[config.mk]
export PLATFORM = sky130hd
export DESIGN_NAME = muldiv_scheduler
export DESIGN_NICKNAME = d
export VERILOG_FILES = /design/src/rtl/muldiv_pkg.sv /design/src/rtl/muldiv_watchdog.sv /design/src/rtl/muldiv_scheduler.sv
export SDC_FILE = /design/constraint.sdc
export NUM_CORES = 1
export LEC_CHECK = 0
export BUFFER_PORTS_ARGS = -buffer_cell sky130_fd_sc_hd__buf_2
export CAP_MARGIN = 20
export CORE_MARGIN = 2
export CORE_UTILIZATION = 35
export CTS_CLUSTER_SIZE = 12
export DETAILED_ROUTE_END_ITERATION = 10
export HOLD_SLACK_MARGIN = 0.1
export PLACE_DENSITY = 0.66
export SYNTH_ARGS = -nofsm -noshare
export SYNTH_HDL_FRONTEND = slang
export SYNTH_SLANG_ARGS = --single-unit
[constraint.sdc]
create_clock -name clk -period 1.9 [get_ports clk]
set_input_delay 0.285 -clock clk [delete_from_list [all_inputs] [get_ports clk]]
set_output_delay 0.285 -clock clk [all_outputs]
set_load 0.005 [all_outputs]
[src/rtl/muldiv_pkg.sv]
// muldiv_pkg: definitions shared by the multiply/divide scheduler and its
// wait-cycle watchdog.
//   WIDTH_DEFAULT    default operand/result width
//   TIMEOUT_DEFAULT  default number of cycles to wait for a unit done
//   OP_*             operation encodings carried on the op input
//                    (the fourth code, 2'b11, is reserved and never accepted)
//   state_e          scheduler FSM states
package muldiv_pkg;

  localparam int WIDTH_DEFAULT   = 32;
  localparam int TIMEOUT_DEFAULT = 64;

  localparam logic [1:0] OP_MULT = 2'b00;
  localparam logic [1:0] OP_DIV  = 2'b01;
  localparam logic [1:0] OP_DIVM = 2'b10;

  typedef enum logic [2:0] {
    IDLE     = 3'd0,
    ISSUE    = 3'd1,
    WAIT_MUL = 3'd2,
    WAIT_DIV = 3'd3,
    WRITE    = 3'd4,
    ERR      = 3'd5
  } state_e;

endpackage

[src/rtl/muldiv_watchdog.sv]
// muldiv_watchdog: counts wait cycles while a unit result is outstanding.
//   clk_i      rising-edge clock
//   rst_ni     asynchronous active-low reset, clears the count
//   clear_i    synchronous clear to 0 (wins over enable_i)
//   enable_i   count one cycle
//   expired_o  high while enabled and the count has reached TIMEOUT-1
module muldiv_watchdog #(
  parameter int TIMEOUT = 64
) (
  input  logic clk_i,
  input  logic rst_ni,
  input  logic clear_i,
  input  logic enable_i,
  output logic expired_o
);

  localparam int            CW   = (TIMEOUT > 2) ? $clog2(TIMEOUT) : 1;
  localparam logic [CW-1:0] LAST = CW'(TIMEOUT - 1);

  logic [CW-1:0] cnt_q, cnt_d;

  // The count saturates at LAST so expired_o cannot wrap back to low if the
  // owner is slow to react.
  always_comb begin
    cnt_d = cnt_q;
    if (clear_i) begin
      cnt_d = '0;
    end else if (enable_i && (cnt_q != LAST)) begin
      cnt_d = cnt_q + CW'(1);
    end
  end

  always_ff @(posedge clk_i or negedge rst_ni) begin
    if (!rst_ni) begin
      cnt_q <= '0;
    end else begin
      cnt_q <= cnt_d;
    end
  end

  assign expired_o = enable_i && (cnt_q == LAST);

endmodule

[src/rtl/muldiv_scheduler.sv]
// muldiv_scheduler: accepts MULT/DIV/DIVM requests, launches the matching
// arithmetic unit, waits (bounded by TIMEOUT) for its done pulse and writes
// the captured result into HI/LO for one cycle.
//   clk, reset                 clock, asynchronous active-low reset
//   start, op, a_in, b_in      request from control unit (one-cycle start)
//   mult_start, div_start      one-cycle unit launch pulses
//   mult_done/div_done + hi/lo unit completion pulses and results
//   hi_w, lo_w, hi_out, lo_out HI/LO write enables and write data
//   busy, done, div_zero,
//   timeout_err, unit_abort    status pulses (busy is a level)
//   dbg_state_o, dbg_op_o,
//   dbg_a_o, dbg_b_o           FSM state and latched request, for observation
// Handshake: start is only sampled in IDLE; while busy is high start is
// dropped (no queuing). A unit done is only honoured in the wait state for
// that unit; any other done pulse is ignored.
module muldiv_scheduler
  import muldiv_pkg::*;
#(
  parameter int WIDTH   = WIDTH_DEFAULT,
  parameter int TIMEOUT = TIMEOUT_DEFAULT
) (
  input  logic             clk,
  input  logic             reset,
  input  logic             start,
  input  logic [1:0]       op,
  input  logic [WIDTH-1:0] a_in,
  input  logic [WIDTH-1:0] b_in,
  output logic             mult_start,
  output logic             div_start,
  input  logic             mult_done,
  input  logic             div_done,
  input  logic [WIDTH-1:0] mult_hi,
  input  logic [WIDTH-1:0] mult_lo,
  input  logic [WIDTH-1:0] div_hi,
  input  logic [WIDTH-1:0] div_lo,
  output logic             hi_w,
  output logic             lo_w,
  output logic [WIDTH-1:0] hi_out,
  output logic [WIDTH-1:0] lo_out,
  output logic             busy,
  output logic             done,
  output logic             div_zero,
  output logic             timeout_err,
  output logic             unit_abort,
  output state_e           dbg_state_o,
  output logic [1:0]       dbg_op_o,
  output logic [WIDTH-1:0] dbg_a_o,
  output logic [WIDTH-1:0] dbg_b_o
);

  state_e           state_q, state_d;
  logic [1:0]       op_q, op_d;
  logic [WIDTH-1:0] a_q, a_d, b_q, b_d;
  logic [WIDTH-1:0] hi_q, hi_d, lo_q, lo_d;
  logic             in_wait, expired;

  assign in_wait = (state_q == WAIT_MUL) || (state_q == WAIT_DIV);

  // Held clear outside the wait states, so the count is 0 on wait entry.
  muldiv_watchdog #(
    .TIMEOUT (TIMEOUT)
  ) u_watchdog (
    .clk_i     (clk),
    .rst_ni    (reset),
    .clear_i   (!in_wait),
    .enable_i  (in_wait),
    .expired_o (expired)
  );

  always_comb begin
    state_d     = state_q;
    op_d        = op_q;
    a_d         = a_q;
    b_d         = b_q;
    hi_d        = hi_q;
    lo_d        = lo_q;
    mult_start  = 1'b0;
    div_start   = 1'b0;
    hi_w        = 1'b0;
    lo_w        = 1'b0;
    done        = 1'b0;
    div_zero    = 1'b0;
    timeout_err = 1'b0;
    unit_abort  = 1'b0;
    unique case (state_q)
      IDLE: begin
        if (start && ((op == OP_MULT) || (op == OP_DIV) || (op == OP_DIVM))) begin
          op_d    = op;
          a_d     = a_in;
          b_d     = b_in;
          state_d = ISSUE;
        end
      end
      ISSUE: begin
        if (op_q == OP_MULT) begin
          mult_start = 1'b1;
          state_d    = WAIT_MUL;
        end else if (b_q == '0) begin
          // Divide by zero never reaches the divider.
          div_zero = 1'b1;
          state_d  = IDLE;
        end else begin
          div_start = 1'b1;
          state_d   = WAIT_DIV;
        end
      end
      // Done is tested before expiry so a done on the last count still wins.
      WAIT_MUL: begin
        if (mult_done) begin
          hi_d    = mult_hi;
          lo_d    = mult_lo;
          state_d = WRITE;
        end else if (expired) begin
          state_d = ERR;
        end
      end
      WAIT_DIV: begin
        if (div_done) begin
          hi_d    = div_hi;
          lo_d    = div_lo;
          state_d = WRITE;
        end else if (expired) begin
          state_d = ERR;
        end
      end
      WRITE: begin
        hi_w    = 1'b1;
        lo_w    = 1'b1;
        done    = 1'b1;
        state_d = IDLE;
      end
      ERR: begin
        timeout_err = 1'b1;
        unit_abort  = 1'b1;
        state_d     = IDLE;
      end
      default: begin
        state_d = IDLE;
      end
    endcase
  end

  always_ff @(posedge clk or negedge reset) begin
    if (!reset) begin
      state_q <= IDLE;
      op_q    <= '0;
      a_q     <= '0;
      b_q     <= '0;
      hi_q    <= '0;
      lo_q    <= '0;
    end else begin
      state_q <= state_d;
      op_q    <= op_d;
      a_q     <= a_d;
      b_q     <= b_d;
      hi_q    <= hi_d;
      lo_q    <= lo_d;
    end
  end

  // Write data always shows the last captured result; hi_w/lo_w qualify it.
  assign hi_out      = hi_q;
  assign lo_out      = lo_q;
  assign busy        = (state_q != IDLE);
  assign dbg_state_o = state_q;
  assign dbg_op_o    = op_q;
  assign dbg_a_o     = a_q;
  assign dbg_b_o     = b_q;

endmodule

# Word level (Yosys, flattened, before mapping)
# Cells that the tools add are included.
op_classes:
  eq_ne: 13
  addsub: 1
  n_reduce_logical: 14
  n_mux: 25
ops:
  columns: ["op", "count"]
  rows:
  - ["32-bit 2-to-1 mux", 4]
  - ["32-bit one-hot mux with 2 select lines", 2]
  - ["32-bit logical NOT", 1]
  - ["3-bit 2-to-1 mux", 4]
  - ["6-bit 2-to-1 mux", 2]
  - ["3-bit one-hot mux with 4 select lines", 1]
  - ["1-bit 2-to-1 mux", 10]
  - ["2-bit != test, second input constant", 4]
  - ["6-bit by 1-bit adder with 6-bit output, second input constant", 1]
  - ["3-bit by 2-bit equality test with 1-bit output, second input constant", 2]
  - ["3-bit equality test, second input constant", 2]
  - ["6-bit equality test, second input constant", 1]
  - ["6-bit != test, second input constant", 1]
  - ["2-bit logical NOT", 2]
  - ["2-bit 2-to-1 mux", 2]
  - ["3-bit by 1-bit equality test with 1-bit output, second input constant", 1]
  - ["1-bit logical AND", 3]
  - ["3-bit logical NOT", 1]
  - ["1-bit logical OR", 3]
  - ["3-bit AND reduction", 1]
  - ["3-bit nonzero test", 1]
  - ["2-bit by 1-bit equality test with 1-bit output, second input constant", 1]
  - ["2-bit equality test, second input constant", 1]
  - ["2-bit AND reduction", 1]
  - ["2-bit nonzero test", 1]
word_totals:
  output_inout_bits: 142
  elab_cells: 60
  in_bits: 199
  register_bits: 139

# Logic depth before layout (Yosys ltp)
logic_depth:
  depth_word: 6
  depth_mapped: 8
  depth_no_buf: 5

# Cells and area by module
# Synthesis repeated with hierarchy kept, for this count alone.
hier_totals:
  cells_unflattened: 504
  hier_area_um2: 6475.0
modules_own_cells:
  columns: ["module", "area_each_um2", "n_inst", "cells_each", "seq_area_each_um2"]
  rows:
  - ["muldiv_scheduler", 6102.1, 1, 462, 3328.2]
  - ["muldiv_watchdog", 372.9, 1, 42, 150.1]

# Least setup slack after synthesis
# Ideal clock, no wire load.
synth_timing:
  kind: "flip-flop to output port"
  startpoint: "reg state_q[0] (netlist: dbg_state_o[0])"
  endpoint: "out div_start"
  path_buffers: 1
  setup_slack_ns: 0.316
  path_stages_with_launch: 6
  t_arrival_ns: 1.299
  t_required_ns: 1.615
  path_cell_list: "dfrtp_1 buf_6 or3b_1 or2_0 o21bai_1 inv_1"
synth_via:
  elab_chain_cells: 2
synth_rtl:
  columns: ["item", "line", "text"]
  rows:
  - ["start, declared", "muldiv_scheduler.sv:51", "state_e state_q, state_d;"]
  - ["start signal, assigned", "muldiv_scheduler.sv:152", "state_q <= state_d;"]
  - ["3-bit by 1-bit equality test with 1-bit output", "muldiv_scheduler.sv:85", "unique case (state_q)"]
  - ["1-bit 2-to-1 mux", "muldiv_scheduler.sv:85", null]
  - ["end, declared", "muldiv_scheduler.sv:29", "output logic div_start,"]
# Every way passes these cells.

# Worst setup path in the final report
layout_timing:
  startpoint: "reg state_q[1] (netlist: dbg_state_o[1])"
  endpoint: "out div_start"
# The elaborated chain is that of the path after synthesis.

==> run metrics <==
outcome complete, but fails checks; failing checks negative setup slack; initial antenna violation count 1; synthesized cell area roughly 0.006 sq mm; Fill cells 1420; Cells after DPL 1032; First-pass DRT Iterations 4; total CTS buffers 17; Starting Density between 30% and 40%; Die Y roughly 130 microns; Seq/Total Area, Yosys 58.2%; Leak 5.00 nW; commonest non-fill, non-tap cells in the layout buf_2 (339), dfrtp_1 (137), nand2_1 (67); clock transition at the registers of the reported paths 60 ps; commonest non-fill, non-tap cell in the layout buf_2; nets@finish between 1000 and 1500; sequential power share 38.8%; worst hold path class in -> reg; layout cells sized above 1 52.4%; startpoint type of the worst setup path register; Mapped Cells 489; Crit path arrival time 1780 ps; most crowded layer after global routing met2; GPL Wtd Cong 0.765; Reg area ~0.0035 sq mm; Layout Skew 7.74 ps; Post-DRT Antenna Nets 0; first-pass GRT wire length ~28000 microns; CTS tree built; WL/cell 16.4 microns; Final min period 2070 ps; synth warn 0; Total GRT Usage roughly a fifth; pwr dens 1470 mW/mm^2; area occupied by multi-input gates 0.00238 sq mm; final max-slew violation count 0; Non-Filler Instances 1132; gr ovfl total 0; Mapped Nets 689; clock share of power 23.0%; met2 Usage GRT 35.2%; # rows 47; H-tree levels 4; met3 GRT Util 7.06%; post-synthesis cell type count 35; Setup WS post-layout -169 ps; hpwl dp 13200 microns; core outline area about 0.017 sq mm; sw frac 34.2%; Vias/cell about 4.6; Synth area leader dfrtp_1; Clock Tree Root clkbuf_16; DRT Wirelength 18600 microns; unrepaired setup endpoints after global routing true; Rel. slew slack 73.6%; Synth area leaders dfrtp_1 (58%), mux2_2 (12%), mux2i_1 (11%); max_cap viols 0; die area 0.0181 sq mm; FMAX 483 MHz; vias in the first global route 5509; drt initial violations 168; CP required 1620 ps; slew at the pin closest to its max-slew limit 396 ps; final setup vio count 2; worst-path maximum fanout 3; peak supply drop 0.768 mV; Crit Path Class reg -> out; GR met1 Demand/Resource 23.6%; count of buffers from port buffering 340; register bit total from synthesis 139; CP endpoint kind output port; clk_lat worst skew roughly 410 ps; Hold Violations, Final 0; post-route clock period utilization 109%; Core Util, Final 55.6%; Chip Width between 100 and 150 microns; switching power total 4.66 mW; via count 5244; CTS max path bufs 2; DRC 0; Mean Syn Cell Area roughly 12 sq um; Area Growth Syn to Fin 54.8%; Synth top area share 58.2%; CTS sink cnt between 100 and 150; Combinational Power Share between 30% and 40%; P_int 8.96 mW; Final Total Pwr 13.6 mW; IO Count about 340; largest net degree at the start of global routing 67
## state kept, by name (all words and copies together) (netlist names)
signal            flops
dbg_state_o           3
dbg_a_o              32
dbg_b_o              32
lo_out               32
u_watchdog.cnt_q      6
hi_out               32
dbg_op_o              2
## cells in the mapped netlist (all sizes together)
master,instances
o21ai,69
nor3b,2
nor3,5
a211oi,2
buf,25
and3,1
nand4,2
inv,4
xnor2,1
o31ai,1
o21bai,1
clkbuf,7
dfrtp,139
or2,2
xor2,1
nand3,4
or4,1
nor2,5
mux2i,66
a21oi,2
and2b,1
nand2b,2
ha,1
mux2,66
nor4,8
nand2,68
a31oi,2
or3b,1
## cell families after synthesis
kind of cell | share of synthesized area, %
adder cells (fa/ha/maj) | 0.209
XOR/XNOR | 0.293
flip-flops | 58.2
AO/OA/AOI/OAI | 6.65
buffers and inverters | 3.41
AND/OR/NAND/NOR | 7.78
multiplexers | 23.5
## final timing paths
kind	start	to	slack (ps)	cells past startpoint
worst max-delay path	dbg_state_o[1]$_DFFE_PN0P_	div_start	-170	5
worst min-delay path	op[1]	dbg_op_o[1]$_DFFE_PN0P_	120	2
worst max register to register	dbg_state_o[1]$_DFFE_PN0P_	hi_out[0]$_DFFE_PN0P_	210	6
worst min register to register	lo_out[26]$_DFFE_PN0P_	lo_out[26]$_DFFE_PN0P_	470	2
max in group asynchronous	reset	lo_out[29]$_DFFE_PN0P_	930	3
min in group asynchronous	reset	hi_out[18]$_DFFE_PN0P_	350	2
## cell type report
type | instances | share of cell area (%)
diodes | 1 | 0.0270
clock buffers | 18 | 4.64
flip-flops and latches | 139 | 37.6
clock inverters | 13 | 1.30
multi-input cells | 314 | 25.8
well taps | 220 | 2.97
repair buffers | 423 | 27.5
inverters | 4 | 0.162
## worst max-delay path, stage by stage (launching register included)
cell and delay (ps):
dfrtp_2 400, or3b_4 400, or2_4 240, o21bai_4 170, inv_1 50, buf_2 100
## timing repair
item	CTS	global route
pin swaps	5	4
endpoints found under the setup margin	2	2
hold buffers	61	0
resized for setup	8	8
setup buffers	6	1
hold endpoints to repair	94	0
## metrics by stage
stage	worst slack [ps]	setup TNS, ps	cell area (sq um)	hold WS [ps]
after floorplan	316	0	5980	-10.6
after global placement	148	0	7960	219
after detailed placement	123	0	7960	221
after CTS	-182	-354	9200	104
after global routing	-237	-454	9260	111
final	-169	-295	9260	117
## per-layer routing
layer  vias to the layer above  part of all wire, %
li1                       2544                    -
met5                         -                    0
met4                         0                  1.4
met2                       237                   51
met1                      2445                   39
met3                        18                  8.9
## power by group through the flow
stage / Combinational [mW] / Sequential (mW) / Clock, mW
after global routing: 5.77 / 5.46 / 3.33
final: 5.20 / 5.29 / 3.13
after CTS: 5.21 / 5.20 / 3.21
after global placement: 4.93 / 5.16 / 0
after detailed placement: 4.99 / 5.24 / 0
after floorplan: 2.51 / 5.31 / 0
Power figures use the tool's default switching activity.
